## config.mk

```make
export PLATFORM = sky130hd
export DESIGN_NAME = veda_frame_sequencer
export DESIGN_NICKNAME = d
export VERILOG_FILES = /design/src/rtl/veda_frame_sequencer.sv
export SDC_FILE = /design/constraint.sdc
export NUM_CORES = 1
export LEC_CHECK = 0
export CAP_MARGIN = 25
export CORE_MARGIN = 2
export CORE_UTILIZATION = 50
export CTS_BUF_LIST = sky130_fd_sc_hd__clkbuf_4
export DETAILED_ROUTE_END_ITERATION = 8
export GPL_TIMING_DRIVEN = 0
export PLACE_DENSITY = 0.89
export SLEW_MARGIN = 20
export SYNTH_ARGS = -nofsm -noshare
export SYNTH_HDL_FRONTEND = slang
export SYNTH_SLANG_ARGS = --single-unit
```

## constraint.sdc

```tcl
create_clock -name clk -period 4.76 [get_ports clk]
set_input_delay 1.19 -clock clk [delete_from_list [all_inputs] [get_ports clk]]
set_output_delay 1.19 -clock clk [all_outputs]
set_load 0.01 [all_outputs]
```

## src/rtl/veda_frame_sequencer.sv

```systemverilog
// -----------------------------------------------------------------------------
// veda_frame_sequencer
//
// Streaming front end for the 32x32 Veda memory. A frame arrives on a
// valid/ready input stream. Each word is written to the next address while the
// memory is in scribble mode (mem_mode=0). The memory is then switched to
// interpret mode (mem_mode=1), and the frame is read back in order and sent out
// on a valid/ready output stream.
//
// Parameters
//   DEPTH     words per frame (maximum); equals the memory depth
//   ADDR_W    memory address width; DEPTH == 2**ADDR_W
//   READ_LAT  cycles from a mem_address_b update to valid mem_data_out (0..3)
//
// Ports
//   clk, reset                  clock; asynchronous active-low reset
//   in_valid/in_ready/in_data/in_last      input frame stream
//   out_valid/out_ready/out_data/out_last  read-back frame stream
//   mem_address_a/mem_data_in/mem_write_enable  memory write port
//   mem_address_b/mem_data_out                  memory read port
//   mem_mode                    0 = scribble, 1 = interpret
//   frame_count                 words stored in the current frame
//   trunc                       sticky: the frame filled DEPTH without in_last
// -----------------------------------------------------------------------------
module veda_frame_sequencer #(
  parameter int DEPTH    = 32,
  parameter int ADDR_W   = 5,
  parameter int READ_LAT = 1
) (
  input  logic              clk,
  input  logic              reset,
  input  logic              in_valid,
  output logic              in_ready,
  input  logic [31:0]       in_data,
  input  logic              in_last,
  output logic              out_valid,
  input  logic              out_ready,
  output logic [31:0]       out_data,
  output logic              out_last,
  output logic [ADDR_W-1:0] mem_address_a,
  output logic [ADDR_W-1:0] mem_address_b,
  output logic [31:0]       mem_data_in,
  output logic              mem_write_enable,
  output logic              mem_mode,
  input  logic [31:0]       mem_data_out,
  output logic [ADDR_W:0]   frame_count,
  output logic              trunc
);

  localparam logic [2:0] S_IDLE    = 3'd0;
  localparam logic [2:0] S_WRITE   = 3'd1;
  localparam logic [2:0] S_FLUSH   = 3'd2;
  localparam logic [2:0] S_RD_ADDR = 3'd3;
  localparam logic [2:0] S_RD_WAIT = 3'd4;
  localparam logic [2:0] S_RD_OUT  = 3'd5;

  localparam logic [ADDR_W-1:0] PTR_ONE   = ADDR_W'(1);
  localparam logic [ADDR_W-1:0] LAST_ADDR = ADDR_W'(DEPTH - 1);
  localparam logic [ADDR_W:0]   CNT_ONE   = (ADDR_W + 1)'(1);
  // Final RD_WAIT cycle; unused when READ_LAT is 0.
  localparam logic [1:0]        WAIT_LAST = 2'((READ_LAT > 0) ? READ_LAT - 1 : 0);

  logic [2:0]        state_q, state_d;
  logic [ADDR_W-1:0] wr_ptr_q, wr_ptr_d;
  logic [ADDR_W-1:0] rd_ptr_q, rd_ptr_d;
  logic [ADDR_W:0]   frame_count_q, frame_count_d;
  logic              trunc_q, trunc_d;
  logic [1:0]        wait_cnt_q, wait_cnt_d;
  logic [ADDR_W-1:0] addr_a_q, addr_a_d;
  logic [ADDR_W-1:0] addr_b_q, addr_b_d;
  logic [31:0]       wdata_q, wdata_d;
  logic              we_q, we_d;
  logic              mode_q, mode_d;
  logic [31:0]       out_data_q, out_data_d;
  logic              out_last_q, out_last_d;

  logic in_fire;
  logic out_fire;
  logic frame_end;
  logic capture;

  assign in_ready  = (state_q == S_WRITE);
  assign out_valid = (state_q == S_RD_OUT);
  assign in_fire   = in_valid && in_ready;
  assign out_fire  = out_valid && out_ready;
  // A frame closes on in_last, or when the word for the final address arrives.
  assign frame_end = in_last || (wr_ptr_q == LAST_ADDR);
  // Read data is captured on the edge that leaves the address/wait phase.
  assign capture   = ((state_q == S_RD_ADDR) && (READ_LAT == 0)) ||
                     ((state_q == S_RD_WAIT) && (wait_cnt_q == WAIT_LAST));

  always_comb begin
    // NOTE: every signal gets a default first, so no path leaves one
    // unassigned and no latch is inferred.
    state_d       = state_q;
    wr_ptr_d      = wr_ptr_q;
    rd_ptr_d      = rd_ptr_q;
    frame_count_d = frame_count_q;
    trunc_d       = trunc_q;
    wait_cnt_d    = wait_cnt_q;
    addr_a_d      = addr_a_q;
    addr_b_d      = addr_b_q;
    wdata_d       = wdata_q;
    we_d          = 1'b0;
    out_data_d    = out_data_q;
    out_last_d    = out_last_q;

    case (state_q)
      S_IDLE: begin
        state_d       = S_WRITE;
        wr_ptr_d      = '0;
        rd_ptr_d      = '0;
        frame_count_d = '0;
        trunc_d       = 1'b0;
      end
      S_WRITE: begin
        if (in_fire) begin
          we_d          = 1'b1;
          addr_a_d      = wr_ptr_q;
          wdata_d       = in_data;
          frame_count_d = frame_count_q + CNT_ONE;
          if (frame_end) begin
            state_d = S_FLUSH;
            trunc_d = !in_last;
          end else begin
            wr_ptr_d = wr_ptr_q + PTR_ONE;
          end
        end
      end
      // One spare cycle lets the final write strobe complete while mode is 0.
      S_FLUSH: begin
        state_d  = S_RD_ADDR;
        addr_b_d = rd_ptr_q;
      end
      S_RD_ADDR: begin
        wait_cnt_d = '0;
        state_d    = (READ_LAT == 0) ? S_RD_OUT : S_RD_WAIT;
      end
      S_RD_WAIT: begin
        if (wait_cnt_q == WAIT_LAST) begin
          state_d = S_RD_OUT;
        end else begin
          wait_cnt_d = wait_cnt_q + 2'd1;
        end
      end
      S_RD_OUT: begin
        if (out_fire) begin
          if (out_last_q) begin
            state_d = S_IDLE;
          end else begin
            rd_ptr_d = rd_ptr_q + PTR_ONE;
            addr_b_d = rd_ptr_q + PTR_ONE;
            state_d  = S_RD_ADDR;
          end
        end
      end
      default: state_d = S_IDLE;
    endcase

    if (capture) begin
      out_data_d = mem_data_out;
      out_last_d = ({1'b0, rd_ptr_q} == (frame_count_q - CNT_ONE));
    end

    // Mode follows the next state, so it rises on the same edge that ends the
    // last write strobe.
    mode_d = (state_d == S_RD_ADDR) || (state_d == S_RD_WAIT) || (state_d == S_RD_OUT);
  end

  // NOTE: sequential state uses non-blocking assignments only, so all flops
  // sample the pre-edge values consistently.
  always_ff @(posedge clk or negedge reset) begin
    if (!reset) begin
      state_q       <= S_IDLE;
      wr_ptr_q      <= '0;
      rd_ptr_q      <= '0;
      frame_count_q <= '0;
      trunc_q       <= 1'b0;
      wait_cnt_q    <= '0;
      addr_a_q      <= '0;
      addr_b_q      <= '0;
      wdata_q       <= '0;
      we_q          <= 1'b0;
      mode_q        <= 1'b0;
      out_data_q    <= '0;
      out_last_q    <= 1'b0;
    end else begin
      state_q       <= state_d;
      wr_ptr_q      <= wr_ptr_d;
      rd_ptr_q      <= rd_ptr_d;
      frame_count_q <= frame_count_d;
      trunc_q       <= trunc_d;
      wait_cnt_q    <= wait_cnt_d;
      addr_a_q      <= addr_a_d;
      addr_b_q      <= addr_b_d;
      wdata_q       <= wdata_d;
      we_q          <= we_d;
      mode_q        <= mode_d;
      out_data_q    <= out_data_d;
      out_last_q    <= out_last_d;
    end
  end

  assign mem_address_a    = addr_a_q;
  assign mem_address_b    = addr_b_q;
  assign mem_data_in      = wdata_q;
  assign mem_write_enable = we_q;
  assign mem_mode         = mode_q;
  assign out_data         = out_data_q;
  assign out_last         = out_last_q;
  assign frame_count      = frame_count_q;
  assign trunc            = trunc_q;

endmodule

```

Word-level counts from Yosys, hierarchy flattened

Cells that the tools add are included.

Magnitude comparators: 0
Div/mod/pow operators: 0
$add $sub $neg: 5
Mux-type cells: 22
Bitwise gates (word level): 0
Shift-type cells: 0
Reduce and logical (&&, ||, !) cells: 20
Equal/unequal tests: 16
$mul: 0

Operator list:

| cell                                                 | count |
|---|---|
| one-hot mux 5 bit (2 select lines)                   | 3 |
| two-way mux 5 bit                                    | 4 |
| one-hot mux 3 bit (6 select lines)                   | 1 |
| equality test 3 bit (second input constant)          | 4 |
| two-way mux 3 bit                                    | 4 |
| one-hot mux 6 bit (2 select lines)                   | 1 |
| AND reduction 3 bit                                  | 4 |
| adder 5 x 1 -> 5 bit (second input constant)         | 2 |
| equality test 3 x 2 -> 1 bit (second input constant) | 3 |
| nonzero test 2 bit                                   | 4 |
| adder 6 x 1 -> 6 bit (second input constant)         | 1 |
| equality test 5 x 6 -> 1 bit                         | 1 |
| two-way mux 6 bit                                    | 1 |
| != test 2 x 1 -> 1 bit (second input constant)       | 3 |
| != test 2 bit (second input constant)                | 3 |
| AND reduction 2 bit                                  | 3 |
| subtractor 6 x 1 -> 6 bit (second input constant)    | 1 |
| equality test 5 bit (second input constant)          | 1 |
| two-way mux 1 bit                                    | 4 |
| two-way mux 2 bit                                    | 2 |
| one-hot mux 2 bit (2 select lines)                   | 1 |
| equality test 3 x 1 -> 1 bit (second input constant) | 1 |
| logical AND 1 bit                                    | 3 |
| logical NOT 3 bit                                    | 1 |
| other kinds (5)                                      | 7 |

Input port bits: 69
Register bits: 99
Memory bits (writable): 0
Memories: 0
Latch bits: 0
Output and inout port bits: 86
Memory bits (read-only): 0
Logic and storage cells: 76

Depth between registers and ports, before layout

Gate-level depths: netlist (run 1).

Word-level depth: 8
Gate-level depth with buffers: 8

Least setup slack after synthesis (run 1)

OpenSTA, ideal clock, no wires.

Path type: flip-flop to output port
From: register state_q[1]
To: output out_valid
Setup slack: 2,651 ps
Cell stages (with the launch flop): 4
Data arrival time: 919 ps
Cell sequence: dfrtp_1 -> buf_4 -> nand3b_1 -> inv_2

Word-level cells in the longest chain between the ends: 1

RTL lines:

| item                   | RTL line | source |
|---|---|---|
| from (decl)            | 63       | `logic [2:0] state_q, state_d;` |
| from (signal assigned) | 188      | `state_q <= state_d;` |
| equality test 3 bit    | 83       | `assign out_valid = (state_q == S_RD_OUT);` |
| to (decl)              | 36       | `output logic out_valid,` |

No other way between the ends.

Worst setup path in the final report (run 1)

Ends and elaborated chain as after synthesis.

==> impl_results.md, run 1 <==
- Outcome: finished clean
- CTS Sinks: just under 100
- Pwr dens: 569 nW/um^2
- Post-CTS Hold Fix Bufs: 0
- Port buffer count: ~150
- Clk pwr share: 11.3%
- DRT antenna net count: 0
- Diodes inserted: 0
- Width of the die: 96.4 um
- Register-to-Register Setup Slack: roughly 2.8 ns
- WL/cell: 14.5 um
- Critical path launch point type: flip-flop
- Mux contribution to synthesized area: 8.94%
- H-tree depth: 3
- Initial antenna violation count: 0
- Initial DRC count: 229
- Sw Ratio: roughly 36%
- Die Area: 9290 um^2
- Crit path to: out_valid
- Leading area contributor after synthesis: dfrtp_1
- Most frequent cells in the layout: 153 x clkdlybuf4s50_1, 129 x nand2_1, 99 x dfrtp_1, 33 x mux2_2, 17 x o21ai_0
- Seq pwr share: 39.3%
- Fin util: 73.7%
- Post-synthesis async set-or-reset flop share: 100%
- Fmax: 305 MHz
- Setup_tns: 0 ns
- Relative slew slack: between 50% and 60%
- Clock Path Buffers: 2
- Final hold vios: 0
- Synth Area in Compound Gates: 5.28%
- Reg2reg path depth: 6
- XOR/XNOR Fraction of Synth Area: 3.28%
- Post-cts sizing count: 0
- Final GP Congestion: 0.822
- Skew final: 0.0171 ns
- Dpl hpwl: 7520 um
- Post-synthesis cell area: 4270 um^2
- Synth Register Bits: 99
- FF-to-FF Start: wr_ptr_q[0]
- Layout cells sized above 1: 12.5%
- Crit path largest cell delay: 0.57 ns
- Syn. warnings: 0
- Combinational group share of total power: about half
- Largest net degree at the start of global routing: 73
- Number of CTS-inserted buffers: 9
- GR Overflow Total: 0
- Synth top area share: 58.0%
- DRC: 0
- Placed Area: 5970 um^2
- Root Buffer: clkbuf_4
- Setup-failing EPs final: 0
- Fin crit period: 3.28 ns
- Post-synth EDFFs: 0
- Most common cell after layout, fill and taps aside: clkdlybuf4s50_1
- Cell area after layout: 6080 um^2
- Req. time, crit path: 3.57 ns
- Setup repair after global routing missed its margin: false
- Critical Path AT: around 2.1 ns
- CTS tree: built
- Syn_area_per_cell: 10.7 um^2
- Ranking of synthesized cells by area: dfrtp_1 58%, nand2_1 11%, mux2_2 8.7%, xor2_1 3.1%, ha_1 2.1%
- Initial Util: 51.7%
- Post-CTS Setup Inserts: 0
- Reg2reg end: wait_cnt_q[1]
- Die Height: 96.4 um
- Top FF cell, synth: dfrtp_1
- CP max FO: 10
- Post-synth cell types: 40
- Simple-gate share of the synthesized area: 18.3%
- GRT Total Usage: 21.3%
- Clk Latency, worst-skew pair: 0.43 ns
- Nets@finish: 642
- Leakage: 2.82 nW
- Cell internal pwr: 2.21 mW
- CP Class: reg2out
- Adder-cell area share of the yosys netlist: 2.05%
- Placeable Area: 8260 um^2
- Hold Path Class: reg2reg
- Max VDD drop: roughly 0.28 mV
- Area Overhead vs Synth: 42.6%
- Final slew viol count: 0
- Drt pass-1 iters: 4
- Clock slew at reported path FFs: around 0.15 ns
- Slowest cell on the critical path: clkdlybuf4s50_1
- Buf/Inv on CP: 3
- Total wire length: 9770 um
- Worst-Margin Slew: 0.600 ns
- Vias in the first global route: 3,270
- Syn_nets: 476
- Max-cap viol count: 0
- Vias per cell: 5.13
- Global-route wire length before repair: 15,300 um
- CP Cell Sequence: buf_4, nand3b_1, inv_2, clkdlybuf4s50_1
- # IOs: 155
- Fin crit share: 68.9%
- Start point of the critical path: state_q[1]
- Register area share after synthesis: 58.0%
- Vias: 3,460
- Cell Rows: 33
- Critical Path Stages: 4
- Total net switching power: 1.25 mW
- Crit path max-delay family: buffers and inverters
- Fin Hold WS: 0.490 ns
- Crit. End Element: primary output
- Synthesized instance count: 400
- Largest family of logic cells by synthesized area: simple AND/OR/NAND/NOR gates
==> worst register-to-register path, delay by kind of cell (launching register included) <==
kind / cells / cell delay (ns)
compound gates: 3 / 0.79
fa+ha+maj: 2 / 0.40
flops: 1 / 0.46
simple gates: 1 / 0.18
==> cell families after synthesis <==
group           after synthesis
simple gates                176
compound gates               37
mux                          34
xor+xnor                     16
fa+ha+maj                     7
flops                        99
buf+inv                      31
==> sequential cells by signal, indices dropped and copies added (netlist names) <==
name              count
mem_data_in          32
out_data             32
frame_count           6
mem_address_a         5
mem_address_b         5
rd_ptr_q              5
wr_ptr_q              5
state_q               3
wait_cnt_q            2
mem_mode              1
mem_write_enable      1
out_last              1
trunc                 1
==> cell type report <==
cell class / count / area [um^2]
buffer: 21 / 139
clock buffer: 9 / 67.6
clock inverter: 6 / 47.5
fill: 568 / 2170
inverter: 10 / 37.5
multi-input combinational: 270 / 1610
sequential: 99 / 2480
tap: 105 / 131
timing repair buffer: 155 / 1570
==> per-stage QoR <==
stage,power (mW),cells,setup WS [ns]
after global routing,3.73,675,1.37
after CTS,3.50,675,1.47
after floorplan,2.22,400,2.65
after detailed placement,3.11,660,1.98
after global placement,3.03,659,-1.05
final,3.46,675,1.48
==> Yosys cell counts, types with 3 or more instances <==
cell type  count
a22oi_1        3
nand2_1      129
nor2_1         9
and3_1         4
buf_6          4
nand2b_1       4
mux2_2        33
clkbuf_1       9
nand4_1        6
a21oi_1        8
dfrtp_1       99
nand3_1        7
inv_1          8
xor2_1        15
nor3_1         3
ha_1           7
o21ai_0       17
buf_2          5
o31ai_1        4
==> worst min-delay path by stage <==
| stage | start | endpoint | slack, ns | cells after the start |
|---|---|---|---|---|
| CTS | mem_address_a[4] | mem_address_a[4] | 0.50 | 2 |
| global placement | mem_data_in[5] | mem_data_in[5] | 0.46 | 2 |
| finish | mem_address_a[0] | mem_address_a[0] | 0.49 | 2 |
| floorplan | wr_ptr_q[4] | mem_address_a[4] | 0.47 | 2 |
| global route | mem_address_a[0] | mem_address_a[0] | 0.52 | 2 |
| detailed placement | mem_data_in[12] | mem_data_in[12] | 0.46 | 2 |
==> power by group through the flow <==
stage	Sequential [mW]	Combinational, mW	Clock [mW]
2_1_floorplan	1.50	0.726	0
3_3_place_gp	1.36	1.67	0
3_5_place_dp	1.38	1.73	0
4_1_cts	1.36	1.73	0.407
5_1_grt	1.40	1.88	0.443
6_report	1.36	1.71	0.391
==> metal layers <==
metal,track usage (%),wire length (um),vias to the layer above
met1,26.4,3970,1655
met2,35.7,4710,142
met5,0,0,-
met4,7.86,110,0
li1,-,-,1652
met3,6.13,985,11
Note: power is estimated with default switching activity, not from simulation.
==> run 2: changes to the inputs <==
--- a/config.mk
+++ b/config.mk
@@ -7,11 +7,11 @@
 export LEC_CHECK = 0
 export CAP_MARGIN = 25
 export CORE_MARGIN = 2
-export CORE_UTILIZATION = 50
+export CORE_UTILIZATION = 46
 export CTS_BUF_LIST = sky130_fd_sc_hd__clkbuf_4
 export DETAILED_ROUTE_END_ITERATION = 8
 export GPL_TIMING_DRIVEN = 0
-export PLACE_DENSITY = 0.89
+export PLACE_DENSITY = 0.83
 export SLEW_MARGIN = 20
 export SYNTH_ARGS = -nofsm -noshare
 export SYNTH_HDL_FRONTEND = slang
==> constraint.sdc (replaced) <==
create_clock -name clk -period 3.25 [get_ports clk]
set_input_delay 0.8125 -clock clk [delete_from_list [all_inputs] [get_ports clk]]
set_output_delay 0.8125 -clock clk [all_outputs]
set_load 0.01 [all_outputs]
==> run 2 against run 1 <==
Design area grew 0.39%. Register-to-register slack lost 1.5 ns. Hold slack lost 0.22 ns.
==> impl_results.md, run 2 (synthesized netlist as in run 1, its figures left out) <==
- Final slew viol count: 0 (unchanged)
- Initial Util: 46.9% (-4.8 points)
- Slowest cell on the critical path: clkdlybuf4s50_1
- Fin Hold WS: 0.272 ns (-0.219 ns)
- Post-cts sizing count: 0 (unchanged)
- Die Height: 100 um (+4.1%)
- Pwr dens: 837 nW/um^2 (+47%)
- CP Class: reg2out
- Critical path launch point type: flip-flop
- Setup repair after global routing missed its margin: false
- Fin crit period: 2.87 ns
- Port buffer count: 154 (unchanged)
- Cell Rows: 35 (+6.1%)
- Clock Path Buffers: 2 (unchanged)
- CP max FO: 10 (unchanged)
- # IOs: 155 (unchanged)
- Number of CTS-inserted buffers: 9 (unchanged)
- Skew final: 0.0219 ns (+0.00480 ns)
- Post-CTS Setup Inserts: 0 (unchanged)
- Vias in the first global route: 3,445 (+5.4%)
- Total wire length: 10,000 um (+2.8%)
- Placeable Area: 9110 um^2 (+10%)
- Max VDD drop: 0.388 mV (+40%)
- Diodes inserted: 0 (unchanged)
- Crit path largest cell delay: 0.57 ns (about the same)
- Post-CTS Hold Fix Bufs: 0 (unchanged)
- Root Buffer: clkbuf_4
- Global-route wire length before repair: 16,400 um (+7.1%)
- Req. time, crit path: 2.44 ns (-1.13 ns)
- GR Overflow Total: 0 (unchanged)
- Initial antenna violation count: 0 (unchanged)
- Crit. End Element: primary output
- Die Area: 10,100 um^2 (+8.3%)
- Setup-failing EPs final: 0 (unchanged)
- Drt pass-1 iters: 4 (unchanged)
- Hold Path Class: in2async
- Area Overhead vs Synth: 43.1%
- H-tree depth: 3 (unchanged)
- Outcome: finished clean
- Initial DRC count: 184 (-20%)
- Nets@finish: 642 (unchanged)
- Critical Path AT: 2.06 ns (-0.03 ns)
- Leakage: 2.82 nW (+0.26%)
- Dpl hpwl: 7620 um (+1.3%)
- Most frequent cells in the layout: 153 x clkdlybuf4s50_1, 129 x nand2_1, 99 x dfrtp_1, 33 x mux2_2, 17 x o21ai_0
- Most common cell after layout, fill and taps aside: clkdlybuf4s50_1
- Clock slew at reported path FFs: 0.16 ns (about the same)
- Layout cells sized above 1: 12.6% (+0.15 points)
- Buf/Inv on CP: 3 (unchanged)
- Worst-Margin Slew: 0.628 ns (+0.0278 ns)
- DRT antenna net count: 0 (unchanged)
- WL/cell: 14.7 um (+1.7%)
- DRC: 0 (unchanged)
- Final hold vios: 0 (unchanged)
- Fmax: 349 MHz
- Crit path max-delay family: buffers and inverters
- CP Cell Sequence: buf_4, nand3b_1, inv_2, clkdlybuf4s50_1
- Width of the die: 100 um (+4.1%)
- Vias: 3,420 (-1.2%)
- GRT Total Usage: 20.5% (-0.81 points)
- Max-cap viol count: 0 (unchanged)
- Largest net degree at the start of global routing: 52 (-29%)
- Relative slew slack: 57.9% (-1.9 points)
- Fin crit share: approximately 88%
- CTS tree: built
- Vias per cell: 5.01 (-2.2%)
- CTS Sinks: 99 (unchanged)
- Final Power: 5.11 mW (+48%)
- Final GP Congestion: 0.789 (-4.1%)
- Clk Latency, worst-skew pair: 0.45 ns (+0.02 ns)
[run 2: path summary, 6_finish.rpt]
path	cells after the start	startpoint	endpoint	slack, ns
max reg2reg	6	wr_ptr_q[0]	wait_cnt_q[0]	1.29
min reg2reg	2	mem_data_in[4]	mem_data_in[4]	0.49
min in group clk	2	mem_data_in[4]	mem_data_in[4]	0.49
min	1	reset	out_data[30]	0.27
max	4	state_q[1]	out_valid	0.38
max in group asynchronous	2	reset	out_data[2]	2.38
[run 2: layer usage]
layer	track usage [%]	share of wire, %	vias to the layer above
met2	33.8	48	132
li1	-	-	1650
met3	5.57	7.8	13
met4	6.74	1.5	0
met1	26.4	43	1625
met5	0	0	-
[run 2: worst reg2reg max path, delay by kind of cell, from the launching register on]
family / cells / cell delay [ns]
DFF: 1 / 0.45
and+or+nand+nor: 1 / 0.18
AOI/OAI and AO/OA: 3 / 0.81
adders and majority gates: 2 / 0.40
[run 2: through the flow]
step                TNS, ns  instances  utilization [%]  cell area (um^2)  setup slack, ns
floorplan                 0        400                -              4270             1.52
global placement    -215.27        665             65.3              5950            -2.18
detailed placement        0        666             65.6              5980            0.869
CTS                       0        682             67.1              6110            0.373
global route              0        682             67.1              6110            0.302
finish                    0        682             67.1              6110            0.382
[run 2: area by class of cell]
| type | count | area, um^2 |
|---|---|---|
| plain buffers | 21 | 139 |
| clock buffers | 10 | 75.1 |
| clock inverters | 6 | 56.3 |
| fillers | 723 | 3000 |
| inverters | 10 | 37.5 |
| multi-input cells | 270 | 1610 |
| flip-flops and latches | 99 | 2480 |
| well taps | 111 | 139 |
| repair buffers | 155 | 1570 |
[run 2: where the power goes]
| part | internal, mW | switching (mW) |
|---|---|---|
| registers | 1.71 | 0.282 |
| clock network | 0.183 | 0.434 |
| logic | 1.37 | 1.13 |
==> run 3: changes to the inputs <==
--- a/config.mk
+++ b/config.mk
@@ -6,12 +6,14 @@
 export NUM_CORES = 1
 export LEC_CHECK = 0
 export CAP_MARGIN = 25
+export CELL_PAD_IN_SITES_DETAIL_PLACEMENT = 0
+export CELL_PAD_IN_SITES_GLOBAL_PLACEMENT = 1
 export CORE_MARGIN = 2
-export CORE_UTILIZATION = 46
+export CORE_UTILIZATION = 35
 export CTS_BUF_LIST = sky130_fd_sc_hd__clkbuf_4
 export DETAILED_ROUTE_END_ITERATION = 8
 export GPL_TIMING_DRIVEN = 0
-export PLACE_DENSITY = 0.83
+export PLACE_DENSITY = 0.84
 export SLEW_MARGIN = 20
 export SYNTH_ARGS = -nofsm -noshare
 export SYNTH_HDL_FRONTEND = slang
==> run 3 against run 2 <==
Combinational power about the same. Utilization shrank 16 points. Total power increased by 0.12%. Setup slack worse by 0.016 ns. Fmax is 0.56% lower. Sequential share of layout area shrank 0.28 points. Highest routed layer unchanged. Largest power group unchanged.
==> impl_results.md, run 3 (synthesized netlist as in run 1, its figures left out) <==
- Outcome: finished clean
- Post-cts sizing count: 0 (unchanged)
- Final WS setup: 0.365 ns (-0.0162 ns)
- Layout cells sized above 1: 12.3% (-0.31 points)
- Fin crit period: 2.88 ns (+0.0162 ns)
- WL/cell: 13.8 um (-6.2%)
- Vias: 3,386 (-0.99%)
- Critical Path AT: 2.07 ns (about the same)
- CP Class: reg2out
- GRT Total Usage: 15.5% (-5.0 points)
- Slowest cell on the critical path: clkdlybuf4s50_1
- # fillers: 1,124 (+55%)
- Fin crit share: 88.8% (+0.50 points)
- GR Overflow Total: 0 (unchanged)
- Initial DRC count: 211 (+15%)
- Most common cell after layout, fill and taps aside: clkdlybuf4s50_1
- Final GP Congestion: 0.767 (-2.8%)
- Fin util: 51.4% (-16 points)
- DRT antenna net count: 0 (unchanged)
- Crit path max-delay family: buffers and inverters
- # IOs: 155 (unchanged)
- Hold Path Class: in2async
- Setup-failing EPs final: 0 (unchanged)
- Crit. End Element: primary output
- Crit path largest cell delay: 0.57 ns (about the same)
- Post-CTS Setup Inserts: 0 (unchanged)
- Max VDD drop: 0.448 mV (+15%)
- Most frequent cells in the layout: 153 x clkdlybuf4s50_1, 129 x nand2_1, 99 x dfrtp_1, 33 x mux2_2, 17 x o21ai_0
- Vias per cell: 4.73 (-5.7%)
- Port buffer count: 154 (unchanged)
- Critical path launch point type: flip-flop
- Placeable Area: 12,000 um^2 (+31%)
- Clk Latency, worst-skew pair: 0.44 ns (about the same)
- Area Overhead vs Synth: 44.1%
- Worst-Margin Slew: 0.649 ns (+0.0209 ns)
- Leakage: 2.82 nW (-0.23%)
- CTS tree: built
- Relative slew slack: 56.5% (-1.4 points)
- Final slew viol count: 0 (unchanged)
- CP Cell Sequence: buf_4, nand3b_1, inv_2, clkdlybuf4s50_1
- Width of the die: 114 um (+14%)
- Die Area: 13,100 um^2 (+30%)
- Number of CTS-inserted buffers: 9 (unchanged)
- Root Buffer: clkbuf_4
- Max-cap viol count: 0 (unchanged)
- Dpl hpwl: 7340 um (-3.6%)
- Global-route wire length before repair: 16,200 um (-0.89%)
- Initial antenna violation count: 0 (unchanged)
- CTS Sinks: 99 (unchanged)
- FF-to-FF Start: wr_ptr_q[0]
- Post-CTS Hold Fix Bufs: 0 (unchanged)
- Placed Cells: 702 (+5.4%)
- Start point of the critical path: state_q[1]
- Vias in the first global route: 3,322 (-3.6%)
- Total wire length: 9890 um (-1.5%)
- Cell Rows: 40 (+14%)
- Final hold vios: 0 (unchanged)
- Req. time, crit path: 2.44 ns (about the same)
- Die Height: 114 um (+14%)
- Fin Hold WS: 0.188 ns (-0.0836 ns)
- H-tree depth: 3 (unchanged)
- Drt pass-1 iters: 4 (unchanged)
- Nets@finish: 642 (unchanged)
- Fin cells: 716 (+5.0%)
- Skew final: 0.0202 ns (-0.00172 ns)
- Clock slew at reported path FFs: 0.14 ns (-0.02 ns)
- Buf/Inv on CP: 3 (unchanged)
- Clock Path Buffers: 2 (unchanged)
- Fmax: 347 MHz (-0.56%)
- Dpl ws: 0.816 ns (-0.0538 ns)
- Setup repair after global routing missed its margin: false
- CP max FO: 10 (unchanged)
- Initial Util: 35.7% (-11 points)
- Final Power: 5.12 mW (+0.12%)
- Diodes inserted: 0 (unchanged)
- DRC: 0 (unchanged)
- Largest net degree at the start of global routing: 80 (+54%)
- Footprint of the multi-input gates: 1610 um^2 (unchanged)
- Register area: 2480 um^2 (unchanged)
- Pwr dens: 832 nW/um^2 (-0.57%)
[run 3: changes by cell type in the layout (fill, tap and decap cells not counted), sizes merged]
cell and delta:
clkinvlp +1, bufinv +1, inv -3, clkinv -1
[run 3: through the flow]
| stage | TNS, ns | cell area [um^2] |
|---|---|---|
| 3_3_place_gp | -232.72 | 5990 |
| 4_1_cts | 0 | 6150 |
| 2_1_floorplan | 0 | 4270 |
| 6_report | 0 | 6150 |
| 3_5_place_dp | 0 | 6020 |
| 5_1_grt | 0 | 6150 |
[run 3: area by class of cell]
cell class | count | share of cell area (%)
inverters | 10 | 0.610
clock inverters | 4 | 0.875
multi-input cells | 270 | 26.2
plain buffers | 21 | 2.26
repair buffers | 155 | 25.5
clock buffers | 10 | 1.22
well taps | 147 | 2.99
flip-flops and latches | 99 | 40.3
[run 3: routing by layer]
metal,global-route usage [%],routed length (um),vias to the layer above
li1,-,-,1644
met1,20.1,4400,1613
met2,24.3,4530,117
met3,4.87,800,12
met4,6.10,156,0
met5,0,0,-
[run 3: report_power, final]
group	internal, mW	leakage (nW)	switching, mW
logic	1.37	1.49	1.13
clock network	0.237	0.0646	0.396
registers	1.71	1.27	0.275
total	3.32	2.82	1.80
[run 3: worst register-to-register path, cell delays in order (launching register included)]
cell       delay [ns]
dfrtp_1          0.44
ha_1             0.19
and3_1           0.18
ha_1             0.20
o21ai_0          0.13
a2111oi_0        0.54
o21ai_0          0.15
[run 3: final timing paths]
kind | end | slack, ns | cells after the start
min in group clk | mem_data_in[5] | 0.49 | 2
hold reg to reg | mem_data_in[5] | 0.49 | 2
hold / removal | out_data[27] | 0.19 | 1
setup / recovery | out_valid | 0.37 | 4
setup reg to reg | wait_cnt_q[0] | 1.29 | 6
max in group asynchronous | out_data[23] | 2.41 | 2
==> RTL edit 1: new RTL, settings of run 1 <==
Take the reset off `addr_a_q`, `addr_b_q`, `wdata_q` and `out_data_q` and load them in a clocked block of their own.
--- a/src/rtl/veda_frame_sequencer.sv
+++ b/src/rtl/veda_frame_sequencer.sv
@@ -177,12 +177,8 @@
       frame_count_q <= '0;
       trunc_q       <= 1'b0;
       wait_cnt_q    <= '0;
-      addr_a_q      <= '0;
-      addr_b_q      <= '0;
-      wdata_q       <= '0;
       we_q          <= 1'b0;
       mode_q        <= 1'b0;
-      out_data_q    <= '0;
       out_last_q    <= 1'b0;
     end else begin
       state_q       <= state_d;
@@ -191,14 +187,17 @@
       frame_count_q <= frame_count_d;
       trunc_q       <= trunc_d;
       wait_cnt_q    <= wait_cnt_d;
-      addr_a_q      <= addr_a_d;
-      addr_b_q      <= addr_b_d;
-      wdata_q       <= wdata_d;
       we_q          <= we_d;
       mode_q        <= mode_d;
-      out_data_q    <= out_data_d;
       out_last_q    <= out_last_d;
     end
+  end
+
+  always_ff @(posedge clk) begin
+    addr_a_q   <= addr_a_d;
+    addr_b_q   <= addr_b_d;
+    wdata_q    <= wdata_d;
+    out_data_q <= out_data_d;
   end
 
   assign mem_address_a    = addr_a_q;
Check against the original RTL: differs if reset is asserted again (counterexample within 4 cycles, from zero or initial values and one cycle with reset low); with reset held inactive, the same outputs for 10 cycles.
==> RTL edit 1 against run 1 <==
  * Worst setup slack better by 0.00084 ns
  * Global-route usage grew 3.3 points
  * Fmax barely moved
  * Area after synthesis decreased by 13%
  * Hold slack improved by 0.031 ns
  * Design area decreased by 9.1%
  * Critical path depth stayed put
  * Cell count is 25% lower
  * Wire length is 2.7% lower
  * Critical endpoint unchanged
  * Clock skew is 0.0028 ns lower
  * Sequential cell count unchanged
Power is not compared: it rests on default switching activity, and its combinational part moved more than twofold at a synthesized area within 25%.
==> RTL edit 1: results (changes against run 1) <==
DP Worst Slack=1.753 ns (-0.2242 ns); hold endpoint=mem_address_a[4]; number of flops mapped to enable cells by yosys=74 (+74); LEAKAGE=2.123 nW; # fillers=440 (-23%); vias in the first global route=2,564 (-22%); Via density=5.059 (-1.3%); Synthesized Nets=314 (-34%); nets@finish=479 (-25%); measured slew at the worst slew-check pin=0.7125 ns (+0.1122 ns); HPWL Detailed=7.087 mm (-5.7%); layout cell share with drive strength beyond 1=6.880% (-5.6 points); commonest cells in the netlist=edfxtp_1, dfrtp_1, nand2_1, nor2_1; Yosys cell types=36 (-10%); Finished Layout Cells=506 (-25%); dominant synthesized flop cell=edfxtp_1; largest net degree at the start of global routing=48 (-34%); worst r2r path cells=7 (+1); reg-to-reg endpoint=wr_ptr_q[0]; gr usage total=24.63% (+3.3 points); DR iter-0 viols=150 (-34%); hold slack final=0.5215 ns (+0.03138 ns); sequential share of the synthesized area=76.58% (+19 points); final instance area=5533 um^2 (-9.1%); clock skew=0.01428 ns (-0.002827 ns); Post-Place Cells=491 (-26%); outcome=complete, no violations; post-synthesis cell count=238 (-41%); placed cell area=5379 um^2 (-9.9%); Max Fclk=0.3051 GHz (about the same); largest cells by area after synthesis=edfxtp_1, dfrtp_1, ha_1
[RTL edit 1: cell types whose count changed after synthesis, moves of 4 or more]
cell      delta
edfxtp_1    +74
nor2_1       +6
nand4_1      -4
dfrtp_1     -74
xnor2_1      +6
xor2_1       -5
clkbuf_1     -7
mux2_2      -32
nand2_1    -108
o21ai_0      -9
[RTL edit 1: cell families after synthesis]
| group | count (synthesis) | share of synthesized area (%) |
|---|---|---|
| muxes | 1 | 0.3028 |
| adders and majority gates | 7 | 2.355 |
| and+or+nand+nor | 70 | 9.926 |
| AOI/OAI and AO/OA | 27 | 4.543 |
| DFF | 99 | 76.58 |
| buffers and inverters | 17 | 2.288 |
| xor gates and xnor gates | 17 | 4.004 |
[RTL edit 1: where the power goes]
part	switching, W	leakage, nW	internal (W)
sequential	0.0000875	1.02	0.00113
clock	0.000270	0.0842	0.000212
combinational	0.000421	1.02	0.000403
total	0.000778	2.12	0.00175
[RTL edit 1: critical path, cell delays in order, from the launching register on]
cell and delay, ns:
dfrtp_1 0.40, buf_2 0.17, nand3b_2 0.34, inv_1 0.19, clkdlybuf4s50_1 0.56
[RTL edit 1: cell type report]
| type | count | share of cell area, % |
|---|---|---|
| Buffer | 7 | 0.8593 |
| Clock buffer | 9 | 1.221 |
| Clock inverter | 6 | 1.560 |
| Inverter | 10 | 0.6784 |
| Multi-Input combinational cell | 122 | 14.20 |
| Sequential cell | 99 | 51.47 |
| Tap cell | 99 | 2.239 |
| Timing Repair Buffer | 154 | 27.77 |
[RTL edit 1: routing by layer]
metal / share of wire (%) / vias up / global-route usage, %
met5: 0 / - / 0
met4: 1.7 / 0 / 8.590
met3: 7.2 / 12 / 7.460
met2: 53 / 107 / 42.92
met1: 38 / 1248 / 29.08
li1: - / 1193 / -
==> RTL edit 2: new RTL, config.mk and constraints of run 1 <==
Made on the original files. The parameter `ADDR_W` goes from 5 to 7.
--- a/src/rtl/veda_frame_sequencer.sv
+++ b/src/rtl/veda_frame_sequencer.sv
@@ -24,7 +24,7 @@
 // -----------------------------------------------------------------------------
 module veda_frame_sequencer #(
   parameter int DEPTH    = 32,
-  parameter int ADDR_W   = 5,
+  parameter int ADDR_W   = 7,
   parameter int READ_LAT = 1
 ) (
   input  logic              clk,
Interface: changed (resized frame_count, mem_address_a and mem_address_b); port bits go from 155 to 161. No check against the original RTL was run, so the function may have changed too.
==> RTL edit 2 against run 1 <==
  * Hold slack improved by 0.010 ns
  * Worst setup slack got worse by 0.019 ns
  * Total power rose by 11%
  * Area after synthesis rose by 12%
  * Design area rose by 10%
  * Wire length rose by 16%
  * Sequential cell count rose by 10
  * Clock skew rose by 0.0086 ns
  * Count of clock-buffer cells in the layout rose by 1
  * Largest cell class unchanged
==> RTL edit 2: results (changes against run 1) <==
Root Driver=clkbuf_4; CTS HTree Levels=3 (unchanged); placed cell area=6566 um^2 (+10%); Adder-Cell Fraction of Synth Area=1.572% (-0.48 points); first-pass GRT wire length=18.28 mm (+20%); HPWL Detailed=8.748 mm (+16%); LEAKAGE=2.815 nW (about the same); max_slew headroom=63.49% (+3.7 points); Critical Path Fanout Max=10 (unchanged); clock buffer depth=2 (unchanged); clock skew=0.02568 ns (+0.008577 ns); layout cell share with drive strength beyond 1=18.92% (+6.5 points); Tightest Hold Check Type=flip-flop to flip-flop; PostCTS Resize Cnt=0 (unchanged); postcts setup bufs=0 (unchanged); vias in the first global route=3,828 (+17%); outcome=complete, no violations; gr usage total=22.87% (+1.5 points); post-synthesis xor/xnor area fraction=4.036% (+0.75 points); slowest CP cell=clkdlybuf4s50_1; Via density=5.169 (+0.84%); warnings from Yosys=0 (unchanged); CTS Buf Count=9 (unchanged); Synthesized Nets=474 (-0.42%); DP Worst Slack=1.539 ns (-0.4376 ns); worst vdd ir=367.0 uV (+32%); fraction of registers with async set/reset=100.0% (unchanged); DR iter-0 viols=177 (-23%); port bufs=160 (+3.9%); Crit path largest cell delay=0.57 ns (about the same); Yosys cell types=45 (+13%); dominant synthesized flop cell=dfrtp_1; Worst-Skew Late Latency=0.45 ns (+0.02 ns); Max Fclk=0.3032 GHz (-0.59%); WP data arrival=2.11 ns (+0.02 ns); critical path's top delay family=buffers and inverters; nets@finish=646 (+0.62%); commonest cells in the netlist=dfrtp_1, mux2_2, nand2_1, o21ai_0, nor2_1; post-synthesis compound-gate area fraction=7.364% (+2.1 points); largest cells by area after synthesis=dfrtp_1, mux2_2, o21ai_0; drt first pass iters=4 (unchanged); largest net degree at the start of global routing=62 (-15%); sequential share of the synthesized area=57.13% (-0.92 points); antenna cells=0 (unchanged); Final Wtd Congestion=0.8497 (+3.3%); drt wl/cell=16.03 um (+11%); mux cell area share after synthesis=17.40% (+8.5 points); initial antenna violation count=0 (unchanged); Clock Pin Slew Worst Setup and Hold Paths=0.15 ns (about the same)
RTL edit 2: power by group:
part	internal, W	leakage (nW)	switching, W
combinational	0.00107	1.36	0.000821
clock	0.000171	0.0766	0.000303
sequential	0.00127	1.38	0.000197
RTL edit 2: cell families after synthesis:
group	after synthesis
multiplexers	74
flip-flops	109
AND/OR/NAND/NOR	96
buffers and inverters	33
XOR/XNOR	22
AO/OA/AOI/OAI	59
adder cells (fa/ha/maj)	6
RTL edit 2: worst paths after layout:
path                                        from                to  slack [ns]  depth (start not counted)
worst min-delay path            mem_address_b[2]  mem_address_b[2]        0.50                          2
worst max register to register        state_q[1]   mem_data_in[28]        2.61                          7
worst max-delay path                  state_q[1]          in_ready        1.46                          4
max in group asynchronous                  reset             trunc        3.45                          2
min in group asynchronous                  reset  mem_address_a[2]        0.64                          1
worst min register to register  mem_address_b[2]  mem_address_b[2]        0.50                          2
RTL edit 2: worst reg2reg max path, cell delays in order (launching register included):
cell and delay [ns]:
dfrtp_1 0.38, buf_2 0.16, or3b_4 0.45, inv_2 0.10, nand2_2 0.16, clkinv_2 0.22, buf_4 0.23, mux2_2 0.35
RTL edit 2: area by class of cell:
class | count | area [um^2]
tap | 129 | 161.4
clock inverter | 6 | 70.07
sequential | 109 | 2728
buffer | 21 | 96.34
inverter | 12 | 46.29
multi-input combinational | 257 | 1904
fill | 657 | 2529
timing repair buffer | 161 | 1630
clock buffer | 10 | 75.07
RTL edit 2: stage by stage:
stage / cells / hold slack, ns
3_3_place_gp: 688 / 0.4658
3_5_place_dp: 689 / 0.4744
2_1_floorplan: 399 / 0.4873
6_report: 705 / 0.5002
4_1_cts: 705 / 0.5082
5_1_grt: 705 / 0.5424
RTL edit 2: routing by layer:
metal	vias up	wire, um	share of wire, %	GRT usage [%]
li1	1727	-	-	-
met1	1772	4247	38	25.96
met2	128	5837	52	39.57
met3	17	1028	9.1	8.765
met4	0	187	1.7	7.692
met5	-	0	0	0
